[config.mk]
export PLATFORM = sky130hd
export DESIGN_NAME = alu_sequencer
export DESIGN_NICKNAME = d
export VERILOG_FILES = /design/src/rtl/alu_sequencer.sv
export SDC_FILE = /design/constraint.sdc
export NUM_CORES = 1
export LEC_CHECK = 0
export CAP_MARGIN = 20
export CORE_ASPECT_RATIO = 0.6
export CORE_MARGIN = 3
export CORE_UTILIZATION = 45
export CTS_CLUSTER_SIZE = 20
export DETAILED_ROUTE_END_ITERATION = 10
export GPL_TIMING_DRIVEN = 0
export PLACE_DENSITY = 0.66
export SLEW_MARGIN = 40
export SYNTH_ARGS = -nofsm -noshare
export SYNTH_HDL_FRONTEND = slang
export SYNTH_SLANG_ARGS = --single-unit
[constraint.sdc]
create_clock -name clk_i -period 3.05 [get_ports clk_i]
set_clock_uncertainty 0.2 [all_clocks]
set_input_delay 0.61 -clock clk_i [delete_from_list [all_inputs] [get_ports clk_i]]
set_output_delay 0.61 -clock clk_i [all_outputs]
set_load 0.005 [all_outputs]
[src/rtl/alu_sequencer.sv]
// Four-phase instruction sequencer: reads two operands from a local register file,
// presents them to an external combinational ALU and writes the result back.
module alu_sequencer #(
    parameter int unsigned DATA_WIDTH     = 16,
    parameter int unsigned SEL_OPERATION  = 3,
    parameter int unsigned REG_ADDR_WIDTH = 3
) (
    input  logic                                      clk_i,
    input  logic                                      rst_n_i,
    input  logic [SEL_OPERATION+3*REG_ADDR_WIDTH-1:0] instr_i,
    input  logic                                      instr_valid_i,
    output logic                                      instr_ready_o,
    input  logic                                      wr_en_i,
    input  logic [REG_ADDR_WIDTH-1:0]                 wr_addr_i,
    input  logic [DATA_WIDTH-1:0]                     wr_data_i,
    input  logic [REG_ADDR_WIDTH-1:0]                 rd_addr_i,
    output logic [DATA_WIDTH-1:0]                     rd_data_o,
    output logic [DATA_WIDTH-1:0]                     alu_dataa_o,
    output logic [DATA_WIDTH-1:0]                     alu_datab_o,
    output logic [SEL_OPERATION-1:0]                  alu_sel_o,
    input  logic [DATA_WIDTH-1:0]                     alu_result_i,
    output logic [DATA_WIDTH-1:0]                     result_o,
    output logic                                      done_o
);

    localparam int unsigned INSTR_W  = SEL_OPERATION + 3 * REG_ADDR_WIDTH;
    localparam int unsigned NUM_REGS = 2 ** REG_ADDR_WIDTH;

    typedef enum logic [1:0] {
        ST_IDLE = 2'd0,
        ST_READ = 2'd1,
        ST_EXEC = 2'd2,
        ST_WB   = 2'd3
    } state_e;

    state_e                    state_q, state_d;
    logic [INSTR_W-1:0]        instr_q, instr_d;
    logic [DATA_WIDTH-1:0]     regs_q [NUM_REGS];
    logic [DATA_WIDTH-1:0]     regs_d [NUM_REGS];
    logic [DATA_WIDTH-1:0]     dataa_q, dataa_d;
    logic [DATA_WIDTH-1:0]     datab_q, datab_d;
    logic [SEL_OPERATION-1:0]  sel_q, sel_d;
    logic [DATA_WIDTH-1:0]     result_q, result_d;
    logic                      done_q, done_d;

    logic                      accept_c;
    logic [SEL_OPERATION-1:0]  op_c;
    logic [REG_ADDR_WIDTH-1:0] rd_c, ra_c, rb_c;

    assign op_c = instr_q[INSTR_W-1 -: SEL_OPERATION];
    assign rd_c = instr_q[3*REG_ADDR_WIDTH-1 -: REG_ADDR_WIDTH];
    assign ra_c = instr_q[2*REG_ADDR_WIDTH-1 -: REG_ADDR_WIDTH];
    assign rb_c = instr_q[REG_ADDR_WIDTH-1:0];

    assign accept_c = instr_valid_i && (state_q == ST_IDLE);

    // State register
    always_ff @(posedge clk_i or negedge rst_n_i) begin
        if (!rst_n_i) begin
            state_q <= ST_IDLE;
        end else begin
            state_q <= state_d;
        end
    end

    // Next-state logic: only IDLE waits, the other phases advance every cycle
    always_comb begin
        state_d = state_q;
        unique case (state_q)
            ST_IDLE: if (accept_c) state_d = ST_READ;
            ST_READ: state_d = ST_EXEC;
            ST_EXEC: state_d = ST_WB;
            ST_WB:   state_d = ST_IDLE;
            default: state_d = ST_IDLE;
        endcase
    end

    // Output/datapath logic; a host write in IDLE lands before the operand read of
    // an instruction accepted on the same edge
    always_comb begin
        instr_d  = instr_q;
        regs_d   = regs_q;
        dataa_d  = dataa_q;
        datab_d  = datab_q;
        sel_d    = sel_q;
        result_d = result_q;
        done_d   = 1'b0;
        unique case (state_q)
            ST_IDLE: begin
                if (accept_c) instr_d = instr_i;
                if (wr_en_i)  regs_d[wr_addr_i] = wr_data_i;
            end
            ST_READ: begin
                dataa_d = regs_q[ra_c];
                datab_d = regs_q[rb_c];
                sel_d   = op_c;
            end
            ST_EXEC: begin
                regs_d[rd_c] = alu_result_i;
                result_d     = alu_result_i;
                done_d       = 1'b1;
            end
            default: ;
        endcase
    end

    always_ff @(posedge clk_i or negedge rst_n_i) begin
        if (!rst_n_i) begin
            instr_q  <= '0;
            dataa_q  <= '0;
            datab_q  <= '0;
            sel_q    <= '0;
            result_q <= '0;
            done_q   <= 1'b0;
            for (int i = 0; i < NUM_REGS; i++) regs_q[i] <= '0;
        end else begin
            instr_q  <= instr_d;
            dataa_q  <= dataa_d;
            datab_q  <= datab_d;
            sel_q    <= sel_d;
            result_q <= result_d;
            done_q   <= done_d;
            for (int i = 0; i < NUM_REGS; i++) regs_q[i] <= regs_d[i];
        end
    end

    assign instr_ready_o = (state_q == ST_IDLE);
    assign rd_data_o     = regs_q[rd_addr_i];
    assign alu_dataa_o   = dataa_q;
    assign alu_datab_o   = datab_q;
    assign alu_sel_o     = sel_q;
    assign result_o      = result_q;
    assign done_o        = done_q;

endmodule

-- Yosys cells after proc, flatten, opt, wreduce, memory -nomap -nowiden
Index checks and enable logic that the tools add are counted.
Widths: inputs -> output; s select.
- magnitude comparators: 7
- equal/unequal tests: 5
- mux-type cells: 20
- bitwise logic cells: 5
- reductions and logical operators: 7
- operators by type and width (operator ; number):
    $bwmux 128 ; 2
    $pmux 128 s2 ; 1
    $bmux 16 s3 ; 3
    $mux 128 ; 1
    $mux 16 ; 8
    $demux 16 s3 ; 2
    $ge 4x4->1 const B ; 5
    $not 3->4 ; 5
    $lt 4x1->1 const B ; 2
    $pmux 2 s4 ; 1
    $eq 2x2->1 const B ; 2
    $ne 2x1->1 const B ; 2
    $reduce_and 2->1 ; 2
    $logic_and 1x1->1 ; 3
    $eq 2x1->1 const B ; 1
    $logic_not 2->1 ; 1
    $mux 2 ; 1
    $reduce_bool 2->1 ; 1
    $mux 1 ; 1
- flip-flop bits (word level): 194
- bits of input ports: 54
- output and inout bits: 69
- logic and storage cells: 59

-- Logic depth before layout (Yosys ltp)
- depth in word-level cells: 8
- gate-level depth with buffers: 9
- depth with buffers taken out: 5

-- Worst setup path after synthesis
No wires, ideal clock.
- path type: input to output
- from: in rd_addr_i[0]
- to: out rd_data_o[0]
- arrival time: 1920 ps
- data required time: 2240 ps
- slack: 320 ps
- stages on the path: 4
- buffers on the path: 2
- cells stage by stage: clkbuf_1 > buf_2 > mux4_2 > mux2_2
- cells in the longest elaborated chain, start to end: 4
- RTL lines (element ; RTL line ; text):
    start: declaration ; 16 ; input logic [REG_ADDR_WIDTH-1:0] rd_addr_i,
    $not 3->4 (implied by the code) ; 128 ; assign rd_data_o = regs_q[rd_addr_i];
    $bmux 16 s3 ; 128 ;
    $mux 16 (implied by the code) (2 in a row) ; 128 ;
    end: declaration ; 17 ; output logic [DATA_WIDTH-1:0] rd_data_o,
No other way between the ends. The select of a mux whose other input is x is not followed.

-- Worst setup path in the final report
- from: reg regs_q[18] in the netlist's numbering
- to: out rd_data_o[2]
- cells in the longest elaborated chain, start to end: 3
- RTL lines (element ; RTL line ; text):
    start: declaration ; 38 ; logic [DATA_WIDTH-1:0] regs_q [NUM_REGS];
    $bmux 16 s3 ; 128 ;
    $mux 16 (implied by the code) (2 in a row) ; 128 ;
No other way between the ends. The select of a mux whose other input is x is not followed.

==> flow_metrics.tcl <==
set metrics [dict create \
    run_status "finished, final reports clean" \
    worstMarginPinSlew_ns 0.850 \
    switching_power_mw 6.24 \
    peakVddDrop_v 0.000483 \
    numClockSinks 194 \
    cts_max_level 4 \
    cts_tree "done" \
    synth.area.top_cells "dfrtp_1 (41%), mux2i_1 (11%), mux2_2 (7.5%)" \
    drc_errors 0 \
    hp-class "reg -> reg" \
    root_buffer "clkbuf_16" \
    critPathArrivalTime_ns 2.20 \
    grtUsageTotal 0.293 \
    syn-instance-count 1000 \
    yosysMostFrequentCell "dfrtp_1" \
    rsz0062_at_grt "no" \
    busiest_layer "met1" \
    yosys_register_bits 194 \
    yosysWarnings 0 \
    cp_cell_sequence "mux4_2 > mux2_2 > clkdlybuf4s50_1" \
    pin_count 123 \
    antenna_found_initial 0 \
    ys.flop_type "dfrtp_1" \
    report.final.slew_viol_count 0 \
    yosysTopAreaCell "dfrtp_1" \
    cellPowerDensity_mw_per_mm2 1040 \
    design_area_mm2 0.0140 \
    dp_hpwl_um 33000 \
    ys_types 39 \
    grt_start_max_net_pins 75 \
    syn-num-nets 1057 \
    grtUsageMet3 0.149 \
    syn-cell-area_mm2 0.0119 \
    die_width_um 216 \
    netlist_top_cells_count "dfrtp_1 (194), mux2i_1 (129), a22oi_1 (112), o2bb2ai_1 (80), mux2_2 (79)" \
    fin_crit_ns 3.01 \
    place_congestion 0.990 \
    cts.path.max_buffers 2 \
    areaGrowthSynthToFinish_pct 17.1 \
    detail-route-antenna-nets 0 \
    end_kind "output port" \
    post_drt_wl_per_cell_um 28.1 \
    crit_required_ns 2.24 \
    cts_made_buffers 17 \
    vias 9508 \
    dpl_cell_area_mm2 0.0133 \
    seq_power_share 0.365 \
    first_iter_violations 1380 \
    routed_wl_um 41500 \
    num_antenna_cells 0 \
    fp.dieH_um 132 \
    finalHoldViolCount 0 \
    swShare 0.430 \
    setup_viol 0 \
    yosysSeqAreaShare 0.407 \
    nets 1168 \
    synth_area_per_cell_um2 11.9 \
    fp.dieArea_mm2 0.0286 \
    placementRows 45 \
    clkPwrFrac 0.147 \
    grt-ovfl-total 0 \
    gr-usage-met2 0.338 \
    via_per_inst 6.44 \
    clock_latency_ns 0.46 \
    initial_core_util 0.464 \
    max-cap-violations 0 \
    max_slew_margin 0.434 \
    clock.fmax_ghz 0.332 \
    grt_pass1_wl_um 62200 \
    cp_slowest_cell "dfrtp_1" \
    crit_type "reg -> out" \
    io_buffers 87 \
    p_leak_nw 5.97 \
    hold_slack_ns 0.297 \
    synth_top_area_frac 0.407 \
    worst_setup_path_start_kind "flop" \
    slowest_delay_ns 0.49 \
    use_met1 0.470 \
    dr.pass1.iters 6 \
    synth_edf_count 0 \
    coreArea_mm2 0.0257 \
    finalCritPeriodShare 0.988 \
    internal_power_mw 8.29 \
    drive_gt1_frac 0.231 \
    grt_pass1_vias 9251 \
    crit_path_max_fanout 4 \
    path_clk_slew_ns 0.07 \
    ys_async_sr_fraction 1.00 \
    combPwrFrac 0.488 \
]
-- cell usage in the layout (no fill, tap or decap), drive strengths merged, types with 6 or more instances in the layout --
cell / instances
a22o: 48
mux2i: 129
mux2: 96
o2bb2ai: 82
dfrtp: 194
clkbuf: 79
nor2b: 37
buf: 81
mux4: 32
a22oi: 112
clkdlybuf4s50: 84
nand3: 32
inv: 7
o21ai: 6
nand2: 34
a41o: 32
-- power groups by stage --
stage	clock network, mW	registers (mW)	logic (mW)
floorplan	0	4.34	4.72
global placement	0	5.09	6.86
detailed placement	0	5.13	6.93
CTS	2.15	5.10	7.02
global route	2.27	5.35	7.62
finish	2.13	5.31	7.09
-- metrics by stage --
stage | instances | worst slack, ns | setup TNS [ns] | utilization | total power, mW
3_3_place_gp | 1439 | -7.05 | -1372.59 | 0.515 | 11.9
6_report | 1476 | 0.0369 | 0 | 0.544 | 14.5
4_1_cts | 1474 | 0.00799 | 0 | 0.542 | 14.3
2_1_floorplan | 1000 | 0.320 | 0 | - | 9.06
3_5_place_dp | 1441 | -0.668 | -9.96 | 0.518 | 12.1
5_1_grt | 1476 | 0.00375 | 0 | 0.544 | 15.2
-- sequential cells by signal (all words and copies together), names as in the netlist --
name,cells
regs_q,128
result_o,16
alu_sel_o,3
done_o,1
alu_dataa_o,16
state_q,2
alu_datab_o,16
instr_q,12
-- worst max-delay path: cells and delay by family (launching register included) --
family	cells	cell delay (ns)
multiplexers	2	0.80
buffers and inverters	1	0.45
flip-flops	1	0.49
-- final timing paths --
path / start / to / slack [ns] / cells after the start
max reg2reg: state_q[0] / regs_q[105] / 0.38 / 8
max in group asynchronous: rst_n_i / regs_q[10] / 1.44 / 3
min in group asynchronous: rst_n_i / alu_sel_o[1] / 0.46 / 2
min: instr_q[10] / alu_sel_o[1] / 0.30 / 1
max: regs_q[18] / rd_data_o[2] / 0.04 / 3
min reg2reg: instr_q[10] / alu_sel_o[1] / 0.30 / 1
-- cells by family (layout without fill, tap and decap cells) --
group	Yosys count	in the layout	synth area share
mux	257	257	0.263
compound gates	283	283	0.202
fa+ha+maj	3	3	0.00315
simple gates	127	127	0.0682
buf+inv	136	260	0.0566
flops	194	194	0.407
-- area by class of cell --
class / instances / area [um^2]
repair buffers: 92 / 960
fillers: 2232 / 11700
multi-input cells: 670 / 6390
flip-flops and latches: 194 / 4880
plain buffers: 133 / 751
clock buffers: 22 / 454
clock inverters: 10 / 77.6
well taps: 352 / 440
inverters: 3 / 11.3
-- what timing repair did --
action / 4_1_cts / 5_1_grt
hold endpoints to repair: 52 / 0
hold buffers: 1 / 0
endpoints found under the setup margin: 16 / 14
setup buffers: 0 / 2
pin swaps: 0 / 0
resized for setup: 30 / 19
-- metal layers --
layer | vias up | part of all wire
met5 | - | 0.0021
met4 | 2 | 0.0075
met3 | 25 | 0.16
met2 | 588 | 0.35
met1 | 4754 | 0.48
li1 | 4139 | -
Note: power is estimated with default switching activity, not from simulation.
